**src/rtl/mpc_div_36s_15s_21_seq.sv**
```systemverilog
// Sequential signed restoring divider, 36s / 15s -> saturated 21s quotient.
// Build option: MPC_DIV_ROUND_EN rounds the quotient half away from zero.
module mpc_div_36s_15s_21_seq #(
  parameter int DIVIDEND_W = 36,
  parameter int DIVISOR_W  = 15,
  parameter int QUOT_W     = 21
) (
  input  logic                         clk,
  input  logic                         rst,
  input  logic                         ce,
  input  logic                         start,
  input  logic signed [DIVIDEND_W-1:0] a,
  input  logic signed [DIVISOR_W-1:0]  b,
  output logic                         ready,
  output logic                         done,
  output logic signed [QUOT_W-1:0]     q,
  output logic signed [DIVISOR_W-1:0]  r,
  output logic                         ovf,
  output logic                         dz
);

  localparam int AW = DIVIDEND_W;
  localparam int DW = DIVISOR_W;
  localparam int QW = QUOT_W;
  localparam int CW = $clog2(AW);

  localparam logic [AW:0] QPOS = (AW+1)'((64'd1 << (QW-1)) - 64'd1);
  localparam logic [AW:0] QNEGM = (AW+1)'(64'd1 << (QW-1));
  localparam logic [CW-1:0] LAST = CW'(AW-1);

  typedef enum logic [1:0] {
    IDLE,
    CALC,
    FIX
  } state_t;

  state_t state_q, state_d;
  logic [CW-1:0] cnt_q, cnt_d;
  logic sa_q, sa_d;
  logic sb_q, sb_d;
  logic [AW-1:0] dvd_q, dvd_d;
  logic [DW-1:0] bmag_q, bmag_d;
  logic [DW-1:0] rem_q, rem_d;
  logic done_q, done_d;
  logic [QW-1:0] q_q, q_d;
  logic [DW-1:0] r_q, r_d;
  logic ovf_q, ovf_d;
  logic dz_q, dz_d;

  logic [DW:0] trial;
  logic ge;
  logic neg;
  logic rnd;
  logic [AW:0] qmag;
  logic sat;
  logic [QW-1:0] qval;
  logic [DW-1:0] rval;

  // Datapath helpers: one restoring step and the sign/saturation fix-up.
  always_comb begin
    trial = {rem_q, dvd_q[AW-1]};
    ge    = trial >= {1'b0, bmag_q};
    neg   = sa_q ^ sb_q;
`ifdef MPC_DIV_ROUND_EN
    rnd   = {rem_q, 1'b0} >= {1'b0, bmag_q};
`else
    rnd   = 1'b0;
`endif
    qmag  = {1'b0, dvd_q} + (AW+1)'(rnd);
    sat   = neg ? (qmag > QNEGM) : (qmag > QPOS);
    if (sat)
      qval = neg ? {1'b1, {(QW-1){1'b0}}}
                 : {1'b0, {(QW-1){1'b1}}};
    else
      qval = neg ? -qmag[QW-1:0] : qmag[QW-1:0];
    rval  = sa_q ? -rem_q : rem_q;
  end

  // Next-state and output logic for the IDLE/CALC/FIX sequencer.
  always_comb begin
    state_d = state_q;
    cnt_d   = cnt_q;
    sa_d    = sa_q;
    sb_d    = sb_q;
    dvd_d   = dvd_q;
    bmag_d  = bmag_q;
    rem_d   = rem_q;
    done_d  = 1'b0;
    q_d     = q_q;
    r_d     = r_q;
    ovf_d   = ovf_q;
    dz_d    = dz_q;
    unique case (state_q)
      IDLE: begin
        if (start) begin
          state_d = CALC;
          cnt_d   = '0;
          sa_d    = a[AW-1];
          sb_d    = b[DW-1];
          dvd_d   = a[AW-1] ? AW'(-a) : AW'(a);
          bmag_d  = b[DW-1] ? DW'(-b) : DW'(b);
          rem_d   = '0;
        end
      end
      CALC: begin
        rem_d = ge ? DW'(trial - {1'b0, bmag_q})
                   : trial[DW-1:0];
        dvd_d = {dvd_q[AW-2:0], ge};
        cnt_d = cnt_q + 1'b1;
        if (cnt_q == LAST) state_d = FIX;
      end
      FIX: begin
        state_d = IDLE;
        done_d  = 1'b1;
        if (bmag_q == '0) begin
          q_d   = sa_q ? {1'b1, {(QW-1){1'b0}}}
                       : {1'b0, {(QW-1){1'b1}}};
          r_d   = '0;
          ovf_d = 1'b0;
          dz_d  = 1'b1;
        end else begin
          q_d   = qval;
          r_d   = rval;
          ovf_d = sat;
          dz_d  = 1'b0;
        end
      end
      default: state_d = IDLE;
    endcase
  end

  // State register: sync reset wins, otherwise advance only on ce.
  always_ff @(posedge clk) begin
    if (rst) begin
      state_q <= IDLE;
      cnt_q   <= '0;
      sa_q    <= 1'b0;
      sb_q    <= 1'b0;
      dvd_q   <= '0;
      bmag_q  <= '0;
      rem_q   <= '0;
      done_q  <= 1'b0;
      q_q     <= '0;
      r_q     <= '0;
      ovf_q   <= 1'b0;
      dz_q    <= 1'b0;
    end else if (ce) begin
      state_q <= state_d;
      cnt_q   <= cnt_d;
      sa_q    <= sa_d;
      sb_q    <= sb_d;
      dvd_q   <= dvd_d;
      bmag_q  <= bmag_d;
      rem_q   <= rem_d;
      done_q  <= done_d;
      q_q     <= q_d;
      r_q     <= r_d;
      ovf_q   <= ovf_d;
      dz_q    <= dz_d;
    end
  end

  assign ready = (state_q == IDLE);
  assign done  = done_q;
  assign q     = q_q;
  assign r     = r_q;
  assign ovf   = ovf_q;
  assign dz    = dz_q;

endmodule

```
**config.mk**
```make
export PLATFORM = sky130hd
export DESIGN_NAME = mpc_div_36s_15s_21_seq
export DESIGN_NICKNAME = d
export VERILOG_FILES = /design/src/rtl/mpc_div_36s_15s_21_seq.sv
export SDC_FILE = /design/constraint.sdc
export NUM_CORES = 1
export LEC_CHECK = 0
export BUFFER_PORTS_ARGS = -buffer_cell sky130_fd_sc_hd__buf_2
export CAP_MARGIN = 20
export CORE_ASPECT_RATIO = 1.1
export CORE_UTILIZATION = 50
export CTS_CLUSTER_SIZE = 12
export DETAILED_ROUTE_END_ITERATION = 8
export PLACE_DENSITY = 0.7
export SYNTH_ARGS = -nofsm -noshare
export SYNTH_HDL_FRONTEND = slang
export SYNTH_SLANG_ARGS = --single-unit
```
**constraint.sdc**
```tcl
create_clock -name clk -period 2.9 [get_ports clk]
set_input_delay 0.435 -clock clk [delete_from_list [all_inputs] [get_ports clk]]
set_output_delay 0.435 -clock clk [all_outputs]
set_load 0.02 [all_outputs]
```
* After elaboration in Yosys (flattened, before gate mapping)
Index checks and enable logic that the tools add are counted.
** Storage, ports and cells
- Logic and storage cells :: 57
- Register bits :: 115
- Input bits :: 55
- Output and inout bits :: 40
** Cells by class
- Reduce and logical (&&, ||, !) cells :: 7
- $add $sub $neg :: 6
- Mux-type cells :: 23
- Order comparisons :: 3
- Eq/ne operators :: 5
- Bitwise operators :: 1
** Operators by type and width (count)
- 2-to-1 mux 21 bit :: 5
- 2-to-1 mux 15 bit :: 5
- 2-to-1 mux 36 bit :: 2
- one-hot mux 36 bit (2 select lines) :: 1
- > comparator 36 x 20 -> 1 bit (second input constant) :: 1
- > comparator 36 x 21 -> 1 bit (second input constant) :: 1
- negator 36 bit :: 1
- negator 15 bit :: 2
- one-hot mux 15 bit (2 select lines) :: 1
- negator 21 bit :: 1
- >= comparator 16 x 15 -> 1 bit :: 1
- logical NOT 15 bit :: 1
- subtractor 15 bit :: 1
- one-hot mux 6 bit (2 select lines) :: 1
- AND reduction 3 bit :: 3
- adder 6 x 1 -> 6 bit (second input constant) :: 1
- == test 6 bit (second input constant) :: 1
- 2-to-1 mux 6 bit :: 1
- 2-to-1 mux 1 bit :: 4
- 2-to-1 mux 2 bit :: 2
- != test 2 bit (second input constant) :: 2
- one-hot mux 2 bit (2 select lines) :: 1
- == test 2 x 1 -> 1 bit (second input constant) :: 1
- == test 2 bit (second input constant) :: 1
- other kinds (4) :: 4

* Depth between registers and ports, before layout
Gate-level depths: netlist (run 1).
- Depth after elaboration :: 4
- Gate-level depth with buffers :: 10
- Depth with buffers taken out :: 9

* Least setup slack after synthesis (run 1)
No wires, ideal clock.
- Path kind :: register -> register
- Start point :: reg dvd_q[35]
- End point :: reg rem_q[10]
- Setup time :: 0.087 ns
- Path slack :: 0.545 ns
- Buffers on the path :: 1
- Required time :: 2.813 ns
- Arrival time :: 2.268 ns
- Cell stages (with the launch flop) :: 11
- Period minus slack after synthesis :: 2.355 ns
- Cells stage by stage :: dfxtp_1 inv_1 ha_1 fa_1 nand2b_1 a21o_1 a21oi_1 o211a_1 clkbuf_1 nor3_1 o31ai_1
** On the way
- Word-level cells in the longest chain between the ends :: 3
- Elaborated cells between the ends (all ways) :: 4
- Those cells by class :: 1 x add/sub; 1 x order compare; 2 x mux
** Ends and longest elaborated chain
- start: declaration :: line 41 : logic [AW-1:0] dvd_q, dvd_d;
- start signal: assignment :: line 152 : dvd_q <= dvd_d;
- subtractor 15 bit or >= comparator 16 x 15 -> 1 bit (tied branches) :: line 106, 62
- 2-to-1 mux 15 bit * :: line 106 : rem_d = ge ? DW'(trial - {1'b0, bmag_q})
- one-hot mux 15 bit (2 select lines) * :: line 93 : unique case (state_q)
- end signal: assignment :: line 154 : rem_q <= rem_d;
- end: declaration :: line 43 : logic [DW-1:0] rem_q, rem_d;
Every way passes the cells marked *; elsewhere a longest branch is shown, timed or not.
A chain may end at the register's enable or synchronous reset.

* Final worst setup path (run 1)
- Start point :: reg dvd_q[35]
- End point :: reg rem_q[0]
Same word-level chain as after synthesis.

==> implementation parameters, run 1 <==
Parameter                              Value

Finish
  Fraction of layout cells with a size suffix above 1    16.4%
  Post-Layout Inst Area    8750 um^2
  # diodes    0
  Final cell count without fillers    1248
  Fill cell count    1376
  Synth-to-layout area growth    17.1%
  # nets final    1119
  Area used by multi-input combinational logic    4760 um^2
  Area taken by flip-flops and latches    2300 um^2

Detailed routing
  Wirelength per Cell    16.8 um
  Count of vias placed by the detailed router    7646
  Overall routed net length    20900 um
  Router iterations before antenna repair    5
  Number of DRC violations after detailed routing    0
  Iteration-0 DRC Markers    627
  Final ANT Viol Nets    0
  Avg Vias per Cell    6.13

Placement
  Worst setup timing slack at the placement stage    271 ps
  Half-perimeter wire length of the detailed placement result    15500 um
  Post-Place Cells    1216
  Final Wtd Congestion    0.930
  Cell area reported after detailed placement    8160 um^2
  Buffers added on ports    94

Logic synthesis
  Top flip-flop cell by instance count after synthesis    sky130_fd_sc_hd__dfxtp_1
  Most frequent cells after synthesis    115 x sky130_fd_sc_hd__dfxtp_1, 104 x sky130_fd_sc_hd__nand2_1, 89 x sky130_fd_sc_hd__a21oi_1, 67 x sky130_fd_sc_hd__nor2_1, 54 x sky130_fd_sc_hd__clkbuf_1
  Post-synth EDFFs    0
  Library cell occupying the most area in the post-synthesis netlist    sky130_fd_sc_hd__dfxtp_1
  Proportion of synthesized flip-flops having asynchronous set or reset    0%
  Yosys warning count    0
  Flip-flop and latch count after synthesis    115
  Cell with the most instances after synthesis    sky130_fd_sc_hd__dfxtp_1
  Cells taking the most area after synthesis    sky130_fd_sc_hd__dfxtp_1 31%, sky130_fd_sc_hd__a21oi_1 6.0%, sky130_fd_sc_hd__xnor2_1 5.7%
  Total nets after synthesis    1040
  Yosys top cell area share    30.8%
  Mapped Cells    964
  Mapped cell area    7480 um^2
  Average cell area after synthesis    7.76 um^2
  Post-synthesis sequential area ratio    30.8%
  Count of different cell masters after synthesis    77

Global route
  Largest net degree at the start of global routing    34
  Global-route wire length before repair    34300 um
  Overall global routing resource usage    27.5%
  Vias in the first global route    7019
  GRT overflow    0
  Initial antenna violation count    0

Timing
  Min setup slack post-route    192 ps
  Transition time of the tightest slew-check pin    886 ps
  Number of hold violations in the final report    0
  Final period utilization    93.4%
  Max Transition Viols Final    0
  Fmax    369 MHz
  Final-layout setup total negative slack    0 ps
  Final setup skew    18.3 ps
  Setup-failing EPs final    0
  Time the worst path needs with I/O delays and setup    2710 ps
  Setup repair after global routing missed its margin    no
  Remaining max-slew budget at the tightest pin    40.9%

Floorplan
  Chip Width    119 um
  Area of the core    14500 um^2
  I/O pins    95
  Die area    15400 um^2
  Standard-cell row count    46
  Vert. Die Dim    130 um
  Initial Utilization    51.6%

CTS
  Hold-fix buffer count after cts    0
  Clock tree root driver cell    sky130_fd_sc_hd__clkbuf_16
  Clock slew at reported path FFs    50 ps
  Post-cts repair resize count    0
  Clock tree from TritonCTS    done
  Insertion delay to the later sink of the worst-skew pair    430 ps
  H-Tree Level Count    4
  Total CTS buffers    17
  Number of setup buffers added after CTS    0
  Number of buffers on the longest clock path    2
  CTS sink cnt    115

Power and ir drop
  Switching Share    32.1%
  Reg power frac    34.0%
  Overall power    5.18 mW
  Clock share of power    40.2%
  Power density cells    592 nW/um^2
  Peak supply drop    418 uV
  Cell internal power dissipation    3.52 mW
  P_leak    3.39 nW
  Reported net switching power    1.66 mW
  Combinational fraction of design power    25.8%

Outcome
  Run status    completed

Worst setup path
  Endpoint class of the critical path    flip-flop
  Data required time at the worst endpoint    3210 ps
  Arrival time of data at the critical path endpoint    3020 ps
  Critical path fanouts, max    13
  CP Class    reg -> reg
  Setup crit start kind    flip-flop

Worst hold path
  Worst min path class    in -> reg

Run
  # Max-Cap Violations    0
path summary, 6_finish.rpt:
path | start | to | slack [ps] | depth (start not counted)
worst min register to register | r[12] | r[12] | 460 | 2
worst max-delay path | dvd_q[35] | rem_q[0] | 190 | 9
worst max register to register | dvd_q[35] | rem_q[0] | 190 | 9
worst min-delay path | rst | state_q[0] | 300 | 2
sequential cells by signal, indices dropped and copies added, names as in the netlist, 2 cells and up:
signal   cells
bmag_q      15
cnt_q        6
dvd_q       36
q           21
r           15
rem_q       15
state_q      2
cell type report:
cell class              instances  area share (%)
inverters                      42            1.80
well taps                     192            2.74
multi-input cells             744            54.4
clock inverters                 8            1.14
clock buffers                  24            5.62
flip-flops and latches        115            26.3
repair buffers                123            8.00
power by group through the flow:
| stage | Combinational (mW) | Sequential (mW) | Clock (mW) |
|---|---|---|---|
| global route | 1.48 | 1.77 | 2.19 |
| global placement | 1.31 | 1.79 | 0 |
| floorplan | 0.973 | 1.75 | 0 |
| finish | 1.34 | 1.76 | 2.08 |
| detailed placement | 1.31 | 1.79 | 0 |
| CTS | 1.32 | 1.76 | 2.10 |
placed cells by master, fill, tap and decap left out, drive strengths merged, types with 18 or more instances in the layout:
master and count:
o31ai 18, ha 20, buf 123, dfxtp 115
nor2 67, a21oi 89, o221ai 25, nand2 104
nor3 29, o211ai 18, nand3 26, o21ai 62
inv 42, xnor2 49, xor2 28, clkbuf 24
cell families after synthesis:
kind of cell | synth area share, %
AOI/OAI and AO/OA | 28.9
xor gates and xnor gates | 9.02
adders and majority gates | 3.61
buffers and inverters | 5.62
DFF | 30.8
muxes | 0.937
and+or+nand+nor | 21.1
per-stage QoR:
step	hold slack, ps	util [%]
final	298	60.4
after global placement	448	56.3
after CTS	289	60.4
after global routing	294	60.4
after floorplan	434	-
after detailed placement	450	56.3
critical path: stages, from the launching register on:
cell and delay, ps:
sky130_fd_sc_hd__dfxtp_1 350, sky130_fd_sc_hd__inv_1 70, sky130_fd_sc_hd__ha_1 220, sky130_fd_sc_hd__fa_1 380
sky130_fd_sc_hd__nand2b_1 190, sky130_fd_sc_hd__a21o_1 210, sky130_fd_sc_hd__a21oi_1 260, sky130_fd_sc_hd__o211a_1 460
sky130_fd_sc_hd__o21ai_0 160, sky130_fd_sc_hd__a32o_1 280
routing by layer:
metal  track usage [%]  vias to the layer above  part of all wire (%)
met5                 0                        -                     0
met3              3.98                       48                   4.7
li1                  -                     3736                     -
met2              49.2                      253                    50
met1              33.2                     3609                    43
met4              11.5                        0                   2.6
Note: power is estimated with default switching activity, not from simulation.
==> run 2: changes to the inputs <==
- BUFFER_PORTS_ARGS: -buffer_cell sky130_fd_sc_hd__buf_2 -> unset
- DONT_BUFFER_PORTS: unset -> 1
- PLACE_DENSITY: 0.7 -> unset
- SKIP_CTS_REPAIR_TIMING: unset -> 1
==> run 2 against run 1 <==
Net effect: sequential power is essentially flat; highest routed layer unchanged; critical path depth fell by 3; critical path type unchanged; count of clock-buffer cells in the layout is 7 lower; non-clock buffer count down 94; power rose by 0.77%; hold slack got worse by 210 ps; core utilization decreased by 3.2 points; clock skew is 10 ps lower; register-to-register slack lost 40 ps.
==> implementation parameters, run 2 (synthesized netlist as in run 1, its figures left out) <==
Parameter                              Value

CTS
  Total CTS buffers    17
  Clock tree from TritonCTS    done
  H-Tree Level Count    4
  Number of buffers on the longest clock path    2
  Clock tree root driver cell    sky130_fd_sc_hd__clkbuf_16
  CTS sink cnt    115
  Insertion delay to the later sink of the worst-skew pair    420 ps
  Clock slew at reported path FFs    50 ps

Finish
  Flip-flop count of the largest register, all copies and words added    36
  Fill cell count    1377
  # diodes    0
  Area used by multi-input combinational logic    4760 um^2
  Fraction of layout cells with a size suffix above 1    8.43%
  Synth-to-layout area growth    10.9%
  Post-layout utilization of the core    57.2%
  # nets final    1025
  Final cell count without fillers    1153
  Commonest non-fill, non-tap cells in the layout    115 x sky130_fd_sc_hd__dfxtp_1, 104 x sky130_fd_sc_hd__nand2_1, 89 x sky130_fd_sc_hd__a21oi_1
  Most common cell after layout, fill and taps aside    sky130_fd_sc_hd__dfxtp_1
  Area taken by flip-flops and latches    2300 um^2
  Largest reg by FF count    dvd_q
  Post-Layout Inst Area    8290 um^2

Detailed routing
  Overall routed net length    22200 um
  Final ANT Viol Nets    0
  Wirelength per Cell    19.2 um
  Number of DRC violations after detailed routing    0
  Avg Vias per Cell    6.32
  Iteration-0 DRC Markers    453
  Router iterations before antenna repair    5
  Count of vias placed by the detailed router    7286

Timing
  Final period utilization    94.6%
  Time the worst path needs with I/O delays and setup    2740 ps
  Min setup slack post-route    155 ps
  Transition time of the tightest slew-check pin    854 ps
  Remaining max-slew budget at the tightest pin    42.5%
  Final-layout setup total negative slack    0 ps
  Setup-failing EPs final    0
  Final setup skew    8.04 ps
  Setup repair after global routing missed its margin    no
  Max Transition Viols Final    0
  Number of hold violations in the final report    0
  Worst Hold Margin    92.0 ps
  Fmax    364 MHz

Worst setup path
  Data required time at the worst endpoint    3220 ps
  Crit path max-delay family    compound AO/OA/AOI/OAI gates
  Crit-path max cell delay    740 ps
  Sequence of cells on the critical path    nor4_1 -> nand2b_1 -> o21a_1 -> a311o_1 -> a221o_1 -> a311oi_1
  Endpoint class of the critical path    flip-flop
  Library cell contributing the largest single delay on the critical path    sky130_fd_sc_hd__nor4_1
  Arrival time of data at the critical path endpoint    3070 ps
  Reg2reg start    dvd_q[17]
  Worst flop-to-flop path endpoint    q[11]
  WP buf/inv    0
  Setup crit start kind    flip-flop
  FF-to-FF setup slack    160 ps
  Critical path fanouts, max    5
  CP Class    reg -> reg
  Number of cell instances on the worst register-to-register path    6

Global route
  Largest net degree at the start of global routing    78
  Global-route wire length before repair    35400 um
  GRT overflow    0
  Initial antenna violation count    0
  Vias in the first global route    6862
  Overall global routing resource usage    29.0%

Power and ir drop
  P_leak    2.97 nW
  Overall power    5.22 mW
  Reported net switching power    1.65 mW
  Reg power frac    33.6%
  Peak supply drop    386 uV
  Cell internal power dissipation    3.57 mW
  Clock share of power    42.0%
  Combinational fraction of design power    24.4%
  Power density cells    630 nW/um^2
  Switching Share    31.6%

Run
  # Max-Cap Violations    0

Placement
  Worst setup timing slack at the placement stage    254 ps
  Half-perimeter wire length of the detailed placement result    16400 um
  Post-Place Cells    1120
  Buffers added on ports    0
  Cell area reported after detailed placement    7660 um^2
  Final Wtd Congestion    0.921

Worst hold path
  Worst min path class    in -> reg
  Origin of the worst min-delay path    rst
  Hold path depth    1
  Hold Path Sink    bmag_q[6]

Floorplan
  Standard-cell row count    46
  Area of the core    14500 um^2
  Initial Utilization    51.6%
  Vert. Die Dim    130 um
  I/O pins    95
  Chip Width    119 um
  Die area    15400 um^2

Outcome
  Run status    completed
==> run 2: layout make-up <==
class / count / share of cell area, %
Multi-Input combinational cell: 744 / 57.4
Sequential cell: 115 / 27.8
Clock buffer: 17 / 5.13
Timing Repair Buffer: 29 / 2.63
Clock inverter: 14 / 2.28
Tap cell: 192 / 2.90
Inverter: 42 / 1.90
==> run 2: worst reg2reg max path: cells and delay by family, from the launching register on <==
family	cells	cell delay [ps]
AO/OA/AOI/OAI	4	1240
AND/OR/NAND/NOR	2	1000
flip-flops	1	400
==> run 2: worst max path at each step <==
stage	startpoint	to	slack (ps)	cells past startpoint
after floorplan	dvd_q[35]	rem_q[10]	540	10
after global placement	dvd_q[17]	q[11]	320	6
after detailed placement	rem_q[4]	rem_q[2]	250	7
after CTS	rem_q[4]	rem_q[2]	240	7
after global routing	bmag_q[13]	rem_q[2]	40	7
final	dvd_q[17]	q[11]	160	6
==> run 2: per-layer routing <==
layer  global-route usage, %  routed length, um
met3                    5.73                965
met4                    13.4                762
met1                    33.6               9330
met5                       0                  0
met2                    51.7              11100
==> run 2: power by group through the flow <==
| stage | registers (mW) | logic (mW) | clock network (mW) |
|---|---|---|---|
| final | 1.75 | 1.27 | 2.20 |
| after global routing | 1.77 | 1.40 | 2.28 |
| after CTS | 1.75 | 1.25 | 2.22 |
| after detailed placement | 1.79 | 1.24 | 0 |
| after global placement | 1.78 | 1.22 | 0 |
| after floorplan | 1.75 | 0.973 | 0 |
==> run 3: changes to the inputs <==
- ABC_AREA: unset -> 1
- CORE_MARGIN: unset -> 2
==> run 3 against run 2 <==
Net effect: first-iteration DRC count is 35% higher; count of clock-buffer cells in the layout is 3 higher; register-to-register slack better by 510 ps; wire length is 3.6% higher; highest routed layer unchanged.
==> implementation parameters, run 3 <==
Parameter                              Value

Logic synthesis
  Cells taking the most area after synthesis    sky130_fd_sc_hd__dfxtp_1 28%, sky130_fd_sc_hd__nand2_1 16%, sky130_fd_sc_hd__a21oi_1 8.3%
  Count of different cell masters after synthesis    49
  Proportion of synthesized flip-flops having asynchronous set or reset    0%
  Mux share of post-synthesis cell area    0%
  Post-synth EDFFs    0
  Post-synthesis simple-gate area fraction    38.0%
  Yosys warning count    0
  Most frequent cells after synthesis    351 x sky130_fd_sc_hd__nand2_1, 145 x sky130_fd_sc_hd__nor2_1, 134 x sky130_fd_sc_hd__a21oi_1, 132 x sky130_fd_sc_hd__nand3_1, 124 x sky130_fd_sc_hd__inv_1
  Yosys top cell area share    28.4%
  Compound-Gate Fraction of Synth Area    17.9%
  Library cell occupying the most area in the post-synthesis netlist    sky130_fd_sc_hd__dfxtp_1
  Post-synthesis sequential area ratio    28.4%
  Total nets after synthesis    1391
  Mapped cell area    8110 um^2
  Mapped Cells    1315
  Top flip-flop cell by instance count after synthesis    sky130_fd_sc_hd__dfxtp_1
  Average cell area after synthesis    6.16 um^2
  Xor/xnor cell area share of the yosys netlist    3.03%
  Largest family of logic cells by synthesized area    simple AND/OR/NAND/NOR gates
  Flip-flop and latch count after synthesis    115
  Cell with the most instances after synthesis    sky130_fd_sc_hd__nand2_1
  Post-Synth Adder-Cell Area    3.33%

Placement
  Final Wtd Congestion    0.921
  Buffers added on ports    0
  Half-perimeter wire length of the detailed placement result    17300 um
  Cell area reported after detailed placement    8160 um^2

Finish
  Fraction of layout cells with a size suffix above 1    6.98%
  Largest reg by FF count    dvd_q
  # nets final    1366
  Commonest non-fill, non-tap cells in the layout    351 x sky130_fd_sc_hd__nand2_1, 145 x sky130_fd_sc_hd__nor2_1, 134 x sky130_fd_sc_hd__a21oi_1
  Post-Layout Inst Area    8690 um^2
  Most common cell after layout, fill and taps aside    sky130_fd_sc_hd__nand2_1
  Flip-flop count of the largest register, all copies and words added    36
  Fill cell count    1682
  Synth-to-layout area growth    7.25%
  # diodes    0

Power and ir drop
  Power density cells    609 nW/um^2
  Peak supply drop    443 uV
  Overall power    5.29 mW
  P_leak    3.87 nW

Worst hold path
  Worst min path class    in -> reg

Timing
  Number of hold violations in the final report    0
  Setup repair after global routing missed its margin    no
  Final setup skew    7.89 ps
  Final period utilization    77.1%
  Max Transition Viols Final    0
  Final-layout setup total negative slack    0 ps
  Fmax    447 MHz
  Transition time of the tightest slew-check pin    913 ps
  Remaining max-slew budget at the tightest pin    39.1%
  Time the worst path needs with I/O delays and setup    2240 ps
  Setup-failing EPs final    0

Worst setup path
  FF-to-FF setup slack    660 ps
  Endpoint class of the critical path    flip-flop
  Arrival time of data at the critical path endpoint    2590 ps
  Data required time at the worst endpoint    3250 ps
  Setup crit start kind    flip-flop
  Critical path fanouts, max    19
  CP Class    reg -> reg

Detailed routing
  Avg Vias per Cell    5.50
  Overall routed net length    23000 um
  Number of DRC violations after detailed routing    0
  Count of vias placed by the detailed router    8268
  Wirelength per Cell    15.3 um
  Iteration-0 DRC Markers    610
  Final ANT Viol Nets    0
  Router iterations before antenna repair    5

Global route
  GRT overflow    0
  Largest net degree at the start of global routing    84
  Initial antenna violation count    0
  Global-route wire length before repair    37000 um
  Vias in the first global route    7611
  Overall global routing resource usage    26.5%

Floorplan
  I/O pins    95
  Vert. Die Dim    138 um
  Die area    17200 um^2
  Initial Utilization    51.3%
  Area of the core    15800 um^2
  Standard-cell row count    48
  Chip Width    125 um

CTS
  Clock slew at reported path FFs    60 ps
  Total CTS buffers    17
  H-Tree Level Count    4
  Number of buffers on the longest clock path    2
  Clock tree root driver cell    sky130_fd_sc_hd__clkbuf_16
  Insertion delay to the later sink of the worst-skew pair    420 ps
  Clock tree from TritonCTS    done
  CTS sink cnt    115

Outcome
  Run status    completed

Run
  # Max-Cap Violations    0
==> run 3: cell types whose count changed after synthesis, moves of 39 or more <==
cell                      delta
sky130_fd_sc_hd__a21oi_1    +45
sky130_fd_sc_hd__inv_1      +82
sky130_fd_sc_hd__nand2_1   +247
sky130_fd_sc_hd__nand3_1   +107
sky130_fd_sc_hd__nor2_1     +78
sky130_fd_sc_hd__o21ai_0    +39
==> run 3: cells by family after synthesis <==
family / Yosys count
fa+ha+maj: 21
xor+xnor: 28
flops: 115
compound gates: 260
simple gates: 705
buf+inv: 186
==> run 3: stage by stage <==
stage,worst slack [ps],instances,util [%],hold slack (ps)
after CTS,697,1503,55.0,77.1
after global placement,747,1471,51.7,448
after global routing,444,1503,55.0,70.8
after floorplan,1050,1315,-,445
final,664,1503,55.0,99.5
after detailed placement,715,1471,51.7,454
==> run 3: routing by layer <==
layer	global-route usage, %	up-vias	wire length, um
met5	0	-	0
met2	47.4	170	11600
met4	9.75	0	599
met1	32.2	3761	9950
li1	-	4288	-
met3	4.50	49	823
==> run 3: final timing paths <==
path / start / endpoint / cells past startpoint
min: rst / dvd_q[31] / 1
max: sa_q / q[10] / 11
min reg2reg: dvd_q[32] / dvd_q[32] / 2
max reg2reg: sa_q / q[10] / 11
==> run 3: worst max-delay path, stage by stage, from the launching register on <==
cell,delay (ps)
sky130_fd_sc_hd__dfxtp_1,300
sky130_fd_sc_hd__buf_4,220
sky130_fd_sc_hd__inv_2,110
sky130_fd_sc_hd__nand2_1,80
sky130_fd_sc_hd__nand2_1,270
sky130_fd_sc_hd__inv_2,360
sky130_fd_sc_hd__o21ai_0,260
sky130_fd_sc_hd__nand3_1,140
sky130_fd_sc_hd__nand3_1,110
sky130_fd_sc_hd__nand2_1,120
sky130_fd_sc_hd__nand2_1,70
sky130_fd_sc_hd__a21oi_1,120
==> run 3: area by class of cell <==
class | instances | area [um^2] | share of cell area [%]
inverter | 132 | 495 | 5.70
tap | 200 | 250 | 2.88
clock buffer | 20 | 447 | 5.14
clock inverter | 12 | 83.8 | 0.964
sequential | 115 | 2300 | 26.5
timing repair buffer | 10 | 75.1 | 0.863
multi-input combinational | 1014 | 5040 | 58.0
==> run 3: report_power, final <==
part	leakage, nW	internal [mW]	switching, mW	total, mW
Combinational	2.69	0.567	1.08	1.65
Clock	0.249	1.11	0.784	1.89
Sequential	0.935	1.66	0.0909	1.75
Total	3.87	3.33	1.96	5.29
